`config.mk`:
```
export PLATFORM = sky130hd
export DESIGN_NAME = line_span_gen
export DESIGN_NICKNAME = d
export VERILOG_FILES = /design/src/rtl/line_span_gen.sv
export SDC_FILE = /design/constraint.sdc
export NUM_CORES = 1
export LEC_CHECK = 0
export BUFFER_PORTS_ARGS = -buffer_cell sky130_fd_sc_hd__buf_2
export CORE_MARGIN = 5
export CORE_UTILIZATION = 55
export DETAILED_ROUTE_END_ITERATION = 8
export GPL_ROUTABILITY_DRIVEN = 1
export GPL_TIMING_DRIVEN = 0
export PLACE_DENSITY = 0.74
export SETUP_SLACK_MARGIN = 0.2
export SYNTH_ARGS = -nofsm -noshare
export SYNTH_HDL_FRONTEND = slang
export SYNTH_SLANG_ARGS = --single-unit
```
`constraint.sdc`:
```
create_clock -name i_clk -period 9.9 [get_ports i_clk]
set_input_delay 0.495 -clock i_clk [delete_from_list [all_inputs] [get_ports i_clk]]
set_output_delay 0.495 -clock i_clk [all_outputs]
set_load 0.01 [all_outputs]
```
`src/rtl/line_span_gen.sv`:
```
// Rasterises one line segment into per-column vertical spans for the span writer.
// All-octant Bresenham walk, one pixel per clock, with a handshake on every emitted span.
module line_span_gen (
    input  logic       i_clk,
    input  logic       i_rst,
    input  logic       i_start,
    input  logic [8:0] i_x0,
    input  logic [8:0] i_y0,
    input  logic [8:0] i_x1,
    input  logic [8:0] i_y1,
    input  logic       i_span_done,
    output logic       o_span_start,
    output logic [8:0] o_x,
    output logic [8:0] o_y1,
    output logic [8:0] o_y2,
    output logic       o_busy,
    output logic       o_done
);

    typedef enum logic [2:0] {
        IDLE,
        SETUP,
        WALK,
        EMIT,
        WAIT,
        DONE
    } state_t;

    state_t state;

    logic [8:0] ax, ay, bx, by;
    logic [8:0] x, y, xe, ye;
    logic [8:0] dx, dy;
    logic [8:0] ymin, ymax;
    logic       up;
    logic       last;
    logic signed [10:0] err;

    logic       swap;
    logic [8:0] sx0, sy0, sx1, sy1;
    logic [8:0] dx_init, dy_init;
    logic       up_init;
    logic signed [10:0] err_init;

    logic signed [11:0] e2, dx_s, dy_s, err_sum;
    logic       step_x, step_y, at_end;
    logic [8:0] x_nxt, y_nxt, ymin_m, ymax_m;

    function automatic logic [8:0] min9(input logic [8:0] a, input logic [8:0] b);
        return (a < b) ? a : b;
    endfunction

    function automatic logic [8:0] max9(input logic [8:0] a, input logic [8:0] b);
        return (a > b) ? a : b;
    endfunction

    // Walk always runs with x increasing; y direction is carried in up.
    always_comb begin
        swap     = ax > bx;
        sx0      = swap ? bx : ax;
        sy0      = swap ? by : ay;
        sx1      = swap ? ax : bx;
        sy1      = swap ? ay : by;
        dx_init  = sx1 - sx0;
        up_init  = sy1 >= sy0;
        dy_init  = up_init ? (sy1 - sy0) : (sy0 - sy1);
        err_init = $signed({2'b00, dx_init}) - $signed({2'b00, dy_init});
    end

    // Both Bresenham decisions use the old e2 so a diagonal step updates x and y together.
    always_comb begin
        dx_s    = $signed({3'b000, dx});
        dy_s    = $signed({3'b000, dy});
        e2      = $signed({err, 1'b0});
        step_x  = e2 > -dy_s;
        step_y  = e2 < dx_s;
        err_sum = $signed({err[10], err});
        if (step_x) begin
            err_sum = err_sum - dy_s;
        end
        if (step_y) begin
            err_sum = err_sum + dx_s;
        end
        x_nxt   = step_x ? (x + 9'd1) : x;
        y_nxt   = y;
        if (step_y) begin
            y_nxt = up ? (y + 9'd1) : (y - 9'd1);
        end
        ymin_m  = min9(ymin, y);
        ymax_m  = max9(ymax, y);
        at_end  = (x == xe) && (y == ye);
    end

    always_ff @(posedge i_clk) begin
        if (!i_rst) begin
            state        <= IDLE;
            o_span_start <= 1'b0;
            o_done       <= 1'b0;
            o_busy       <= 1'b0;
            o_x          <= 9'd0;
            o_y1         <= 9'd0;
            o_y2         <= 9'd0;
        end else begin
            case (state)
                IDLE: begin
                    if (i_start) begin
                        ax     <= i_x0;
                        ay     <= i_y0;
                        bx     <= i_x1;
                        by     <= i_y1;
                        o_busy <= 1'b1;
                        state  <= SETUP;
                    end
                end
                SETUP: begin
                    x     <= sx0;
                    y     <= sy0;
                    xe    <= sx1;
                    ye    <= sy1;
                    dx    <= dx_init;
                    dy    <= dy_init;
                    up    <= up_init;
                    err   <= err_init;
                    ymin  <= sy0;
                    ymax  <= sy0;
                    last  <= 1'b0;
                    state <= WALK;
                end
                WALK: begin
                    if (at_end) begin
                        o_x          <= x;
                        o_y1         <= ymin_m;
                        o_y2         <= ymax_m;
                        o_span_start <= 1'b1;
                        last         <= 1'b1;
                        state        <= EMIT;
                    end else begin
                        err <= err_sum[10:0];
                        x   <= x_nxt;
                        y   <= y_nxt;
                        // The pixel reached by a column step opens the next span.
                        if (step_x) begin
                            o_x          <= x;
                            o_y1         <= ymin_m;
                            o_y2         <= ymax_m;
                            o_span_start <= 1'b1;
                            state        <= EMIT;
                        end else begin
                            ymin <= ymin_m;
                            ymax <= ymax_m;
                        end
                    end
                end
                EMIT: begin
                    o_span_start <= 1'b0;
                    state        <= WAIT;
                end
                WAIT: begin
                    if (i_span_done) begin
                        if (last) begin
                            o_done <= 1'b1;
                            state  <= DONE;
                        end else begin
                            ymin  <= y;
                            ymax  <= y;
                            state <= WALK;
                        end
                    end
                end
                DONE: begin
                    o_done <= 1'b0;
                    o_busy <= 1'b0;
                    state  <= IDLE;
                end
                default: begin
                    state <= IDLE;
                end
            endcase
        end
    end

endmodule
```
# --- Word level (Yosys, flattened, before mapping) ---
# Index checks and enable logic that the tools add are counted.
totals:
  ff_bits: 154
  mem_bits_rw: 0
  wordCells: 123
  latch_bits: 0
  memories: 0
  romBits: 0
op_classes:
  order_cmp: 6
  mux: 48
  n_mul: 0
  n_eq_ne: 17
  n_div: 0
  n_reduce_logical: 20
  n_shift: 0
  n_bitwise: 0
  n_addsub: 10
op_table:
  columns: ["op", "n"]
  rows:
  - ["9-bit two-way mux", 24]
  - ["9-bit one-hot mux with 3 select lines", 2]
  - ["9-bit one-hot mux with 2 select lines", 2]
  - ["11-bit two-way mux", 3]
  - ["9-bit subtractor", 3]
  - ["11-bit one-hot mux with 2 select lines", 1]
  - ["9-bit by 1-bit adder with 9-bit output, second input constant", 2]
  - ["9-bit equality test", 2]
  - ["9-bit > comparator", 2]
  - ["2-bit inequality test, second input constant", 9]
  - ["3-bit two-way mux", 5]
  - ["3-bit one-hot mux with 5 select lines", 1]
  - ["3-bit AND reduction", 5]
  - ["12-bit > comparator", 1]
  - ["12-bit by 10-bit less-than comparator with 1-bit output", 1]
  - ["9-bit negator with 12-bit output", 1]
  - ["11-bit by 10-bit adder with 11-bit output", 1]
  - ["11-bit by 10-bit subtractor with 11-bit output", 1]
  - ["2-bit nonzero test", 5]
  - ["9-bit by 9-bit subtractor with 10-bit output", 1]
  - ["9-bit greater-or-equal comparator", 1]
  - ["9-bit less-than comparator", 1]
  - ["9-bit by 1-bit subtractor with 9-bit output, second input constant", 1]
  - ["1-bit one-hot mux with 2 select lines", 4]
  - ["11 further kinds", 22]

# --- Depth between registers and ports, before layout ---
depth:
  word_depth: 7
  ltp_mapped: 32

# --- Worst setup path before layout ---
# OpenSTA, ideal clock, no wires.
synth_timing:
  path_kind: "reg-to-reg"
  startpoint: "register ax[1]"
  endpoint: "register err[5] (data pin)"
  n_path_buf: 5
  t_required_ns: 9.632
  arrival_time_ns: 5.211
  setup_time_ns: 0.268
  period_less_slack_ns: 5.479
  stages_incl_launch_ff: 21
  slack_ns: 4.421
  path_cell_list: "edfxtp_1 > ha_1 > nor2b_1 > o21ai_1 > a221o_1 > a21oi_1 > clkbuf_1 > clkbuf_1 > clkbuf_1 > clkbuf_1 > clkbuf_1 > o21a_1 > ha_1 > mux2i_1 > ha_1 > a21o_1 > maj3_2 > maj3_1 > a21oi_1 > xor2_1 > o21ai_1"
synth_between:
  elab_chain_len: 6
  word_cells_on_any_way: 12
synth_lines:
  columns: ["element", "line_no", "text"]
  rows:
  - ["start: declaration", "31", "logic [8:0] ax, ay, bx, by;"]
  - ["start signal: assignment", "107", "ax <= i_x0;"]
  - ["9-bit > comparator", "59", "swap = ax > bx;"]
  - ["9-bit two-way mux, on equally long branches", "61, 63", null]
  - ["9-bit subtractor or 9-bit greater-or-equal comparator (tied branches)", "66, 65", null]
  - ["9-bit two-way mux", "66", "dy_init = up_init ? (sy1 - sy0) : (sy0 - sy1);"]
  - ["9-bit by 9-bit subtractor with 10-bit output (*)", "67", "err_init = $signed({2'b00, dx_init}) - $signed({2'b00, dy_init});"]
  - ["11-bit one-hot mux with 2 select lines (*)", "104", "case (state)"]
  - ["end signal: assignment", "123", "err <= err_init;"]
  - ["end signal: assignment", "138", "err <= err_sum[10:0];"]
  - ["end: declaration", "37", "logic signed [10:0] err;"]
# Mark *: on every way between the ends. The rest lies on a longest branch, timed or not.
# A chain may end at the register's enable or synchronous reset.

# --- Worst setup path in the final report ---
layout_timing:
  startpoint: "register ax[1]"
  endpoint: "register err[9] (data pin)"
# The elaborated chain is that of the path after synthesis.

==> results.cfg <==
[sta]
rsz0062_at_grt = no
fin_setup_tns_ns = 0
finalCriticalPeriod_ns = 7.098
worst_pin_slew_ns = 1.070
hold_viol = 0
fin_worst_skew_ns = 0.009256
maxSlewViolCount = 0
fin_ws_ns = 2.802
finalCritPeriodShare_pct = 71.70
timing.slew.headroom_pct = 28.39
fmax_mhz = 140.9
final-setup-viol-count = 0

[final_layout]
antennaDiodeCount = 0
area_delta_synth_final_pct = 12.70
layout.cells.non_filler = 1434
layout-drive-gt1-share_pct = 10.00
mostFrequentLayoutCells = edfxtp_1, nand2_1, nor2_1
layout_commonest_cell = edfxtp_1
layout.nets = 1312

[critical_path]
r2r-start = ax[1]$_DFFE_PP_
slowest_stage = a21oi_1
critPathCaptureType = register
crit_fanout = 10
ff2ff_path_depth = 20
path_cells = ha_1 -> nor2b_1 -> o21ai_1 -> a221o_1 -> a21oi_1 -> clkbuf_1 -> clkbuf_1 -> clkbuf_1 -> clkbuf_1 -> clkbuf_1 -> o21a_1 -> ha_1 -> mux2i_1 -> ha_1 -> a21o_1 -> maj3_2 -> a2111oi_0 -> a211oi_1 -> o211a_1 -> o22ai_1
path_buf_inv = 5
cp_data_required_time_ns = 10.17
crit_top_cell = clkbuf_1
crit_arrival_ns = 7.37
r2r_end = err[9]$_DFFE_PP_
crit_type = register to register
start_kind = register
cpLargestDelayFamily = compound AO/OA/AOI/OAI gates
slowest_delay_ns = 0.66
worst-r2r-setup-slack_ns = 2.80

[die]
dieArea_um2 = 21870
fp.dieW_um = 147.9
core_um2 = 18710
initial_core_util_pct = 55.90
rows = 50
num_io_pins = 70
die_h_um = 147.9

[grt]
grt_max_degree = 37
antenna_found_initial = 0
grt_use_total_pct = 23.53
grt_pass1_wl_um = 41050
grt_pass1_vias = 7930
overflow = 0

[detailed_routing]
dr.pass1.iters = 6
routed_wl_um = 25340
viasPerCell = 5.851
drc_errors = 0
ant_nets = 0
wl_per_cell_um = 17.67
vias = 8390
drt_iter0_markers = 688

[clock_tree]
cts_num_sinks = 154
cts_setup_buffers = 0
htreeDepth = 4
clockBufferDepth = 2
cts_hold_repair.buffers = 0
clock_latency_ns = 0.44
cts_resized = 0
numCtsBuffers = 17
cts_tree = done
cts_root_buf = clkbuf_16
cts.clk_slew.worst_paths_ns = 0.07

[place]
dp_hpwl_um = 19750
port_buffers = 68
place.gp.congestion = 0.9498
placed_cells = 1402
pre_cts_ws_ns = 2.993

[logic_synthesis]
syn-num-nets = 1223
yosys-top-cells-area = edfxtp_1, ha_1, dfxtp_1, xnor2_1, nand2_1
synth_largest_area_cell = edfxtp_1
synth_top_flop_cell = edfxtp_1
avgSynthCellArea_um2 = 9.523
synthCells = 1098
synthesis.area_um2 = 10460
async_flop_share_pct = 0
seq_area_frac_synth_pct = 41.07
synth_edf_count = 121
ys_seq_elements = 154
synth_cell_types = 65
ys_warn_count = 0
synth_top_area_share_pct = 34.75

[job]
cap_violations = 0

[worst_hold_path]
hold-path-endpoint = ay[6]$_DFFE_PP_
hp-class = input port to register
holdCritStartpoint = i_y0[6]
hold_path_depth = 1

[pwr]
p_leak_uw = 0.005040
irDropWorstVdd_uv = 157.6
p_per_area_nw_per_um2 = 203.6

[run_status]
status = completed
## synth_stat cells (all sizes together), types with 23 or more instances
| cell type | instances |
|---|---|
| nor2b | 31 |
| nor2 | 97 |
| edfxtp | 121 |
| dfxtp | 33 |
| xnor2 | 58 |
| o211ai | 26 |
| o21ai | 73 |
| mux2i | 27 |
| xor2 | 23 |
| a21oi | 75 |
| inv | 80 |
| ha | 81 |
| nand2 | 111 |
| clkbuf | 35 |
## flip-flops by register name, summed over array words and instances (netlist names), 3 cells and up
| name | cells |
|---|---|
| ye | 9 |
| ay | 9 |
| bx | 9 |
| ymin | 9 |
| dx | 9 |
| x | 9 |
| err | 11 |
| ax | 9 |
| by | 9 |
| y | 9 |
| o_y2 | 9 |
| o_y1 | 9 |
| ymax | 9 |
| xe | 9 |
| state | 3 |
| dy | 9 |
| o_x | 9 |
## area by class of cell
| cell class | count | area, um2 |
|---|---|---|
| Multi-Input combinational cell | 823 | 5713 |
| Buffer | 40 | 160.2 |
| Fill cell | 1566 | 6922 |
| Tap cell | 234 | 292.8 |
| Sequential cell | 154 | 4294 |
| Clock buffer | 21 | 514.2 |
| Clock inverter | 11 | 125.1 |
| Timing Repair Buffer | 70 | 380.4 |
| Inverter | 81 | 304.0 |
## how the worst max path moves through the flow
stage,from,to,slack (ns),depth (start not counted)
2_1_floorplan,ax[1]$_DFFE_PP_,err[5]$_DFFE_PP_,4.42,20
3_3_place_gp,ax[1]$_DFFE_PP_,err[10]$_DFFE_PP_,3.04,20
3_5_place_dp,ax[1]$_DFFE_PP_,err[9]$_DFFE_PP_,2.99,20
4_1_cts,ax[1]$_DFFE_PP_,err[9]$_DFFE_PP_,2.94,20
5_1_grt,bx[1]$_DFFE_PP_,err[9]$_DFFE_PP_,2.34,21
6_report,ax[1]$_DFFE_PP_,err[9]$_DFFE_PP_,2.80,20
## power breakdown
part           internal [uW]  total [uW]  switching (uW)
registers                792         845            53.1
logic                    358         851             493
clock network            425         703             278
## metrics by stage
stage               hold slack, ns  area (um2)  power (uW)  util, %
CTS                         0.2190       11780        2399    63.00
detailed placement          0.4442       11140        1696    59.58
finish                      0.2305       11780        2399    63.00
floorplan                   0.4730       10460        1489        -
global route                0.2189       11780        2544    63.00
global placement            0.4400       11090        1668    59.28
## routing by layer
layer	GRT usage [%]	wire (um)	part of all wire [%]
met5	0	0	0
met4	6.790	429	1.7
met2	38.52	11690	46
met3	3.403	1762	7.0
met1	32.77	11450	45
## kinds of logic after synthesis
logic type               after synthesis  synth area share (%)
buffers and inverters                121                 4.439
AND/OR/NAND/NOR                      321                 14.30
XOR/XNOR                              81                 6.785
AO/OA/AOI/OAI                        296                 19.04
flip-flops                           154                 41.07
adder cells (fa/ha/maj)               94                 11.36
multiplexers                          31                 3.015
Power figures use the tool's default switching activity.
